## config.mk

```make
export PLATFORM = sky130hd
export DESIGN_NAME = shift_deserializer_flat
export DESIGN_NICKNAME = d
export VERILOG_FILES = /design/src/rtl/shift_deserializer_if.sv /design/src/rtl/shift_deserializer.sv /design/src/flat_wrapper.sv
export SDC_FILE = /design/constraint.sdc
export NUM_CORES = 1
export LEC_CHECK = 0
export BUFFER_PORTS_ARGS = -buffer_cell sky130_fd_sc_hd__buf_2
export CORE_MARGIN = 2
export CORE_UTILIZATION = 29
export DETAILED_ROUTE_END_ITERATION = 10
export PLACE_DENSITY = 0.45
export SLEW_MARGIN = 20
export SYNTH_ARGS = -nofsm -noshare
export SYNTH_HDL_FRONTEND = slang
export SYNTH_SLANG_ARGS = --single-unit
```

## constraint.sdc

```tcl
create_clock -name clk -period 3.3 [get_ports clk]
set_input_delay 0.66 -clock clk [delete_from_list [all_inputs] [get_ports clk]]
set_output_delay 0.66 -clock clk [all_outputs]
set_load 0.02 [all_outputs]
```

## src/rtl/shift_deserializer_if.sv

```systemverilog
// ---------------------------------------------------------------------------
// shift_deserializer_if
// Bundles the serial-input and word-output handshakes of shift_deserializer.
//
// Parameter
//   N           output word width in bits
//
// Signals
//   in_valid    producer has a serial bit this cycle
//   in_bit      serial data bit
//   in_ready    deserializer can take a bit this cycle
//   dir         bit order: 0 = LSB first, 1 = MSB first
//   out_valid   out_data holds a complete word
//   out_data    assembled word
//   out_ready   consumer takes the word this cycle
//   parity_err  parity mismatch for the word on out_data
//
// Modports
//   master      the producer/consumer side (drives bits, takes words)
//   slave       the deserializer itself
// ---------------------------------------------------------------------------
interface shift_deserializer_if #(
    parameter int N = 8
);
    logic         in_valid;
    logic         in_bit;
    logic         in_ready;
    logic         dir;
    logic         out_valid;
    logic [N-1:0] out_data;
    logic         out_ready;
    logic         parity_err;

    modport master (
        output in_valid,
        output in_bit,
        output dir,
        output out_ready,
        input  in_ready,
        input  out_valid,
        input  out_data,
        input  parity_err
    );

    modport slave (
        input  in_valid,
        input  in_bit,
        input  dir,
        input  out_ready,
        output in_ready,
        output out_valid,
        output out_data,
        output parity_err
    );
endinterface

```

## src/rtl/shift_deserializer.sv

```systemverilog
// ---------------------------------------------------------------------------
// shift_deserializer
// Assembles N serially delivered bits into one word and holds it until the
// consumer takes it. Bit order is chosen per word by dir, sampled on the
// first bit of the word.
//
// Optional feature (macro SHIFT_DESER_PARITY_EN):
//   after the N data bits one extra even-parity bit is accepted; parity_err
//   reports a mismatch alongside the word. Without the macro there is no
//   parity phase and parity_err is tied to 0.
//
// Parameter
//   N           output word width, 2..32
//
// Ports
//   clk         rising-edge clock
//   rst_n       asynchronous active-low reset
//   clr         synchronous abort of any partial or held word
//   bus         shift_deserializer_if.slave (serial in / word out handshakes)
// ---------------------------------------------------------------------------
module shift_deserializer #(
    parameter int N = 8
) (
    input  logic                 clk,
    input  logic                 rst_n,
    input  logic                 clr,
    shift_deserializer_if.slave  bus
);

    localparam int CW = (N > 1) ? $clog2(N) : 1;

`ifdef SHIFT_DESER_PARITY_EN
    typedef enum logic [1:0] {
        IDLE    = 2'd0,
        COLLECT = 2'd1,
        PARITY  = 2'd2,
        HOLD    = 2'd3
    } state_t;
`else
    typedef enum logic [1:0] {
        IDLE    = 2'd0,
        COLLECT = 2'd1,
        HOLD    = 2'd3
    } state_t;
`endif

    state_t          state_q;
    state_t          state_d;
    logic [CW-1:0]   cnt_q;
    logic [N-1:0]    sr_q;
    logic [N-1:0]    sr_shifted;
    logic            dir_q;
    logic            eff_dir;
    logic            accept;
    logic            accept_data;
    logic            last_data;
    logic            out_valid_q;
    logic [N-1:0]    out_data_q;

    assign bus.in_ready  = (state_q != HOLD);
    assign accept        = bus.in_valid && bus.in_ready;
    assign accept_data   = accept && ((state_q == IDLE) || (state_q == COLLECT));
    assign last_data     = accept_data && (cnt_q == CW'(N - 1));

    // The first bit of a word uses the live dir; every later bit uses the
    // copy latched on that first bit, so mid-word dir changes are ignored.
    assign eff_dir = (state_q == IDLE) ? bus.dir : dir_q;

    assign bus.out_valid = out_valid_q;
    assign bus.out_data  = out_data_q;

    // Shift candidate for the current bit: MSB-first feeds bit 0 and shifts
    // left, LSB-first feeds bit N-1 and shifts right.
    always_comb begin
        sr_shifted = {bus.in_bit, sr_q[N-1:1]};
        if (eff_dir) begin
            sr_shifted = {sr_q[N-2:0], bus.in_bit};
        end
    end

    // State register.
    always_ff @(posedge clk or negedge rst_n) begin
        if (!rst_n) begin
            state_q <= IDLE;
        end else begin
            state_q <= state_d;
        end
    end

    // Next-state logic. clr overrides every other transition, including a
    // simultaneous bit or handshake.
    always_comb begin
        state_d = state_q;
        case (state_q)
            IDLE: begin
                if (accept) begin
                    state_d = COLLECT;
                end
            end
            COLLECT: begin
                if (last_data) begin
`ifdef SHIFT_DESER_PARITY_EN
                    state_d = PARITY;
`else
                    state_d = HOLD;
`endif
                end
            end
`ifdef SHIFT_DESER_PARITY_EN
            PARITY: begin
                if (accept) begin
                    state_d = HOLD;
                end
            end
`endif
            HOLD: begin
                if (bus.out_ready) begin
                    state_d = IDLE;
                end
            end
            default: state_d = IDLE;
        endcase
        if (clr) begin
            state_d = IDLE;
        end
    end

`ifdef SHIFT_DESER_PARITY_EN
    logic par_q;
    logic perr_q;

    assign bus.parity_err = perr_q;

    // Running XOR of the data bits, restarted on the first bit of a word;
    // the parity bit is folded in when it arrives and the result is held
    // alongside out_data.
    always_ff @(posedge clk or negedge rst_n) begin
        if (!rst_n) begin
            par_q  <= 1'b0;
            perr_q <= 1'b0;
        end else if (clr) begin
            par_q  <= 1'b0;
            perr_q <= 1'b0;
        end else begin
            if (accept_data) begin
                par_q <= ((state_q == IDLE) ? 1'b0 : par_q) ^ bus.in_bit;
            end
            if (accept && (state_q == PARITY)) begin
                perr_q <= par_q ^ bus.in_bit;
            end
        end
    end
`else
    assign bus.parity_err = 1'b0;
`endif

    // Datapath: bit counter, shift register, latched bit order and the
    // output word. The output word is captured only when the word is
    // complete, so it never shows partial data while out_valid is high.
    always_ff @(posedge clk or negedge rst_n) begin
        if (!rst_n) begin
            cnt_q       <= '0;
            sr_q        <= '0;
            dir_q       <= 1'b0;
            out_valid_q <= 1'b0;
            out_data_q  <= '0;
        end else if (clr) begin
            cnt_q       <= '0;
            sr_q        <= '0;
            dir_q       <= 1'b0;
            out_valid_q <= 1'b0;
            out_data_q  <= '0;
        end else begin
            if (accept_data) begin
                sr_q <= sr_shifted;
                if (state_q == IDLE) begin
                    dir_q <= bus.dir;
                end
                if (last_data) begin
                    cnt_q <= '0;
                end else begin
                    cnt_q <= cnt_q + 1'b1;
                end
            end
`ifdef SHIFT_DESER_PARITY_EN
            if (accept && (state_q == PARITY)) begin
                out_data_q  <= sr_q;
                out_valid_q <= 1'b1;
            end
`else
            if (last_data) begin
                out_data_q  <= sr_shifted;
                out_valid_q <= 1'b1;
            end
`endif
            if ((state_q == HOLD) && bus.out_ready) begin
                out_valid_q <= 1'b0;
            end
        end
    end

endmodule

```

## src/flat_wrapper.sv

```systemverilog
// flat-port wrapper written by rule: the top's interface ports become plain ports
module shift_deserializer_flat 
#(
    parameter int N = 8
)
  (clk, rst_n, clr, bus_in_valid, bus_in_bit, bus_dir, bus_out_ready, bus_in_ready, bus_out_valid, bus_out_data, bus_parity_err);
  shift_deserializer_if #(.N(N)) bus_i ();
  input  logic clk;
  input  logic rst_n;
  input  logic clr;
  input wire logic [$bits(bus_i.in_valid)-1:0] bus_in_valid;
  input wire logic [$bits(bus_i.in_bit)-1:0] bus_in_bit;
  input wire logic [$bits(bus_i.dir)-1:0] bus_dir;
  input wire logic [$bits(bus_i.out_ready)-1:0] bus_out_ready;
  output wire logic [$bits(bus_i.in_ready)-1:0] bus_in_ready;
  output wire logic [$bits(bus_i.out_valid)-1:0] bus_out_valid;
  output wire logic [$bits(bus_i.out_data)-1:0] bus_out_data;
  output wire logic [$bits(bus_i.parity_err)-1:0] bus_parity_err;
  assign bus_i.in_valid = bus_in_valid;
  assign bus_i.in_bit = bus_in_bit;
  assign bus_i.dir = bus_dir;
  assign bus_i.out_ready = bus_out_ready;
  assign bus_in_ready = bus_i.in_ready;
  assign bus_out_valid = bus_i.out_valid;
  assign bus_out_data = bus_i.out_data;
  assign bus_parity_err = bus_i.parity_err;
  shift_deserializer #(.N(N)) u_core (.clk(clk), .rst_n(rst_n), .clr(clr), .bus(bus_i));
endmodule
```

==> Yosys cells after proc, flatten, opt, wreduce, memory -nomap -nowiden <==
Index checks and enable logic that the tools add are counted.
{ "totals": {"reg_bits": 23, "in_bits": 7, "output_inout_bits": 11, "word_cells": 43} }
{ "classes": {"add_sub_neg": 1, "n_eq_ne": 7, "muxes": 19, "n_reduce_logical": 10} }
{ "op_table": {"columns": ["cell", "n"], "rows": [
  ["two-way mux 8 bit", 5],
  ["two-way mux 3 bit", 3],
  ["two-way mux 2 bit", 4],
  ["two-way mux 1 bit", 6],
  ["!= test 3 x 2 -> 1 bit, second input constant", 2],
  ["case mux 2 bit (3 select lines)", 1],
  ["logical AND 1 bit", 4],
  ["nonzero test 2 bit", 2],
  ["adder 3 x 1 -> 3 bit, second input constant", 1],
  ["equality test 3 bit, second input constant", 1],
  ["!= test 3 bit, second input constant", 1],
  ["AND reduction 3 bit", 1],
  ["nonzero test 3 bit", 1],
  ["equality test 2 x 1 -> 1 bit, second input constant", 1],
  ["equality test 2 bit, second input constant", 1],
  ["zero test 2 bit", 1],
  ["!= test 2 bit, second input constant", 1],
  ["logical OR 1 bit", 1]
]} }

==> Logic depth before layout (Yosys ltp) <==
{ "depth": {"ltp_word": 7, "mapped_depth": 6} }

==> Least setup slack after synthesis <==
No wires, ideal clock.
{ "synth_timing": {"kind": "input -> register", "startpoint": "input bus_dir", "endpoint": "register u_core.out_data_q[2], in the netlist u_core.bus.out_data[2]", "setup_ps": 145, "arrival_time_ps": 1430, "required_ps": 3155, "path_slack_ps": 1724, "cell_stages": 4, "path_buffers": 1, "cell_sequence": "or3b_1 -> buf_6 -> a211oi_1 -> a2111oi_1"} }
{ "synth_via": {"elab_chain_cells": 4} }
{ "synth_rtl": {"columns": ["element", "line", "text"], "rows": [
  ["start: declaration", "flat_wrapper.sv:13", "input wire logic [$bits(bus_i.dir)-1:0] bus_dir;"],
  ["two-way mux 1 bit", "shift_deserializer.sv:67", "assign eff_dir = (state_q == IDLE) ? bus.dir : dir_q;"],
  ["two-way mux 8 bit", "shift_deserializer.sv:76", "if (eff_dir) begin"],
  ["two-way mux 8 bit", "shift_deserializer.sv:191", "if (last_data) begin"],
  ["two-way mux 8 bit", "shift_deserializer.sv:167", "end else if (clr) begin"],
  ["end signal: assignment", "shift_deserializer.sv:192", "out_data_q <= sr_shifted;"],
  ["end: declaration", "shift_deserializer.sv:58", "logic [N-1:0] out_data_q;"]
]} }
Every way passes these cells. The select of a mux whose other input is x is not followed.
A chain may end at the register's enable or synchronous reset.

==> Worst setup path after layout <==
{ "layout_timing": {"startpoint": "register u_core.state_q[1]", "endpoint": "register u_core.out_data_q[3], in the netlist u_core.bus.out_data[3]"} }
{ "layout_via": {"elab_chain_cells": 5, "word_cells_on_any_way": 12} }
{ "layout_rtl": {"columns": ["element", "line", "text"], "rows": [
  ["start: declaration", "shift_deserializer.sv:47", "state_t state_q;"],
  ["start signal: assignment", "shift_deserializer.sv:86", "state_q <= state_d;"],
  ["zero test 2 bit, or another cell as far along", "shift_deserializer.sv:62, shift_deserializer.sv:67", null],
  ["two-way mux 1 bit, or another cell as far along", "shift_deserializer.sv:67", null],
  ["two-way mux 8 bit / logical AND 1 bit (equally long branches)", "shift_deserializer.sv:76, shift_deserializer.sv:62", null],
  ["two-way mux 8 bit / logical AND 1 bit (equally long branches)", "shift_deserializer.sv:191, shift_deserializer.sv:63", null],
  ["two-way mux 8 bit / nonzero test 2 bit (equally long branches)", null, null]
]} }
Parallel ways exist; a longest one is shown, timed or not. The select of a mux whose other input is x is not followed.

==> impl_metrics.csv <==
group,metric,value,unit
outcome,outcome,"finished, final reports clean",
clock_tree,clk_latency,0.27,ns
sta,period_needed,1.92,ns
global_routing,grt_remaining_overflow,0,
yosys,synthCells,124,
yosys,synth.yosys.seq_area_share,0.466,
place,gp_routability_congestion,0.792,
floorplan,design.die.area,4800,um^2
sta,fin_worst_skew,0.00519,ns
cells_and_area,area_growth_syn_to_layout,9.62,%
clock_tree,htree_levels,1,
sta,fmax,520,MHz
cells_and_area,n_antenna_cell,0,
cells_and_area,layout.cells.most_common_list,"sky130_fd_sc_hd__nor2_1, sky130_fd_sc_hd__dfrtp_1, sky130_fd_sc_hd__buf_2, sky130_fd_sc_hd__a2111oi_1, sky130_fd_sc_hd__a211oi_1",
place,port_buffers,16,
drt,route.detailed.wl_per_inst,15.5,um
global_routing,first_global_vias,1037,
floorplan,dieHeight,69.3,um
drt,drt_pre_antenna_iters,4,
global_routing,grt_pass1_wl,5080,um
sta,totalNegativeSetupSlack,0,ns
cells_and_area,final_nets,144,
drt,vias_per_cell,5.32,
clock_tree,clock_tree.buffer_depth,2,
place,place.detailed.instances,180,
drt,antenna_violating_nets_post_route,0,
sta,rsz0062_at_grt,"false",
sta,worst_slew_margin_rel,0.453,
sta,finalHoldViolCount,0,
cells_and_area,layout.filler_cells,430,
power,vdd.ir_drop.worst,0.000126,V
run,timing.max_cap.violations,0,
floorplan,initial_utilization,0.305,
yosys,synth-edff-count,0,
setup_path,worst_setup_path_start_kind,"flop",
setup_path,cp_max_fo,12,
floorplan,die_x,69.3,um
clock_tree,cts_made_buffers,3,
sta,timing_max_transition_violations_final,0,
cells_and_area,multi_input_area,579,um^2
sta,final_min_period_over_clock_period,0.583,
cells_and_area,layout.area.seq,576,um^2
yosys,synth_seq_cells,23,
cells_and_area,most_frequent_standard_cell_in_the_layout_excluding_fill_and_tap_cells,"sky130_fd_sc_hd__nor2_1",
drt,dr_total_vias,978,
drt,routed_wirelength,2860,um
yosys,mappedNetlistArea,1240,um^2
clock_tree,postCtsHoldBufs,0,
drt,drt_iter0_markers,55,
yosys,yosysWarnings,0,
cells_and_area,drive_above_1_share,0.209,
clock_tree,clock_root_cell,"sky130_fd_sc_hd__clkbuf_8",
yosys,ys_async_sr_fraction,1.00,
floorplan,core-area,4060,um^2
floorplan,top_level_ports,18,
hold_path,worst_hold_path_type,"in -> async",
clock_tree,post_cts_buffers,0,
global_routing,grt_antenna_before_repair,0,
setup_path,critPathRequiredTime,3.45,ns
cells_and_area,final_cells,184,
yosys,mappedNetlistNets,133,
power,leakagePower,0.574,nW
yosys,postSynthAreaPerCell,9.97,um^2
power,power_per_cell_area,408,nW/um^2
setup_path,kind_of_capture_point_of_the_worst_setup_path,"flop",
clock_tree,postCtsResizedCells,0,
floorplan,num_rows,23,
yosys,yosysUniqueCellTypes,34,
clock_tree,cts_tree,"done",
global_routing,groute.usage.overall,0.132,
setup_path,worstSetupPathType,"reg -> reg",
global_routing,maximum_number_of_pins_on_one_net_before_global_route_repair,24,
place,detailedPlacementHpwl,2000,um
sta,finalSetupViolCount,0,
clock_tree,clk_pin_slew_worst_paths,0.09,ns
setup_path,arrival,2.07,ns
drt,drc_errors,0,
clock_tree,cts_num_sinks,23,
sta,measured_slew_at_the_worst_slew_check_pin,0.815,ns
yosys,ys.flop_type,"sky130_fd_sc_hd__dfrtp_1",
worst max-delay path, stage by stage, from the launching register on:
cell and delay (ns):
sky130_fd_sc_hd__dfrtp_1 0.51, sky130_fd_sc_hd__o21ai_1 0.70, sky130_fd_sc_hd__a211oi_1 0.19, sky130_fd_sc_hd__a2111oi_1 0.40
state kept, by name, summed over array words and instances (netlist names):
signal,flops
u_core.bus.out_data,8
u_core.sr_q,8
u_core.cnt_q,3
u_core.state_q,2
u_core.bus.out_valid,1
u_core.dir_q,1
cell usage after synthesis (all sizes together), types with 2 or more instances:
cell type  number  area [um^2]
buf             8         65.1
dfrtp          23          576
nand3b          2         18.8
a211oi          9         72.6
nor2           30          115
nor4            4         25.0
nand3           2         10.0
a21oi           4         20.0
o21ai           3         15.0
a311oi          5         43.8
nor3b           2         26.3
a2111oi        12          125
ha              2         25.0
clkbuf          3         12.5
nand2           6         25.0
power breakdown:
group	total [mW]	switching, mW	internal (mW)
Combinational	0.0641	0.0424	0.0217
Clock	0.182	0.0979	0.0845
Sequential	0.306	0.0131	0.293
area by class of cell:
| cell class | count | share of cell area |
|---|---|---|
| clock inverters | 1 | 0.00369 |
| repair buffers | 17 | 0.0646 |
| well taps | 50 | 0.0462 |
| multi-input cells | 89 | 0.428 |
| inverters | 1 | 0.00277 |
| clock buffers | 3 | 0.0305 |
| flip-flops and latches | 23 | 0.425 |
worst paths after layout:
| kind | from | end | slack (ns) | cells after the start |
|---|---|---|---|---|
| setup / recovery | u_core.state_q[1] | u_core.bus.out_data[3] | 1.38 | 3 |
| hold / removal | rst_n | u_core.sr_q[6] | 0.37 | 1 |
| setup reg to reg | u_core.state_q[1] | u_core.bus.out_data[3] | 1.38 | 3 |
| hold reg to reg | u_core.cnt_q[2] | u_core.cnt_q[2] | 0.54 | 2 |
| max in group asynchronous | rst_n | u_core.bus.out_data[4] | 2.57 | 1 |
| min in group clk | u_core.cnt_q[2] | u_core.cnt_q[2] | 0.54 | 2 |
routing by layer:
layer / vias to the layer above / global-route usage / wire length, um
met2: 20 / 0.198 / 1230
met5: - / 0 / 0
li1: 482 / - / -
met4: 0 / 0.0588 / 50
met1: 471 / 0.184 / 1480
met3: 5 / 0.0262 / 94
through the flow:
step / total power, mW / hold slack, ns / utilization / instance area [um^2] / setup WS, ns
after floorplan: 0.356 / 0.364 / - / 1240 / 1.72
after global placement: 0.377 / 0.514 / 0.323 / 1310 / 1.41
after detailed placement: 0.377 / 0.524 / 0.323 / 1310 / 1.39
after CTS: 0.561 / 0.383 / 0.334 / 1360 / 1.37
after global routing: 0.583 / 0.394 / 0.334 / 1360 / 1.15
final: 0.553 / 0.365 / 0.334 / 1360 / 1.38
logic make-up after synthesis:
logic type	count (synthesis)	share of synthesized area
compound gates	34	0.230
xor+xnor	1	0.00709
fa+ha+maj	2	0.0202
buf+inv	12	0.0658
flops	23	0.466
other cells	1	0.00303
simple gates	51	0.209
Note: power is estimated with default switching activity, not from simulation.
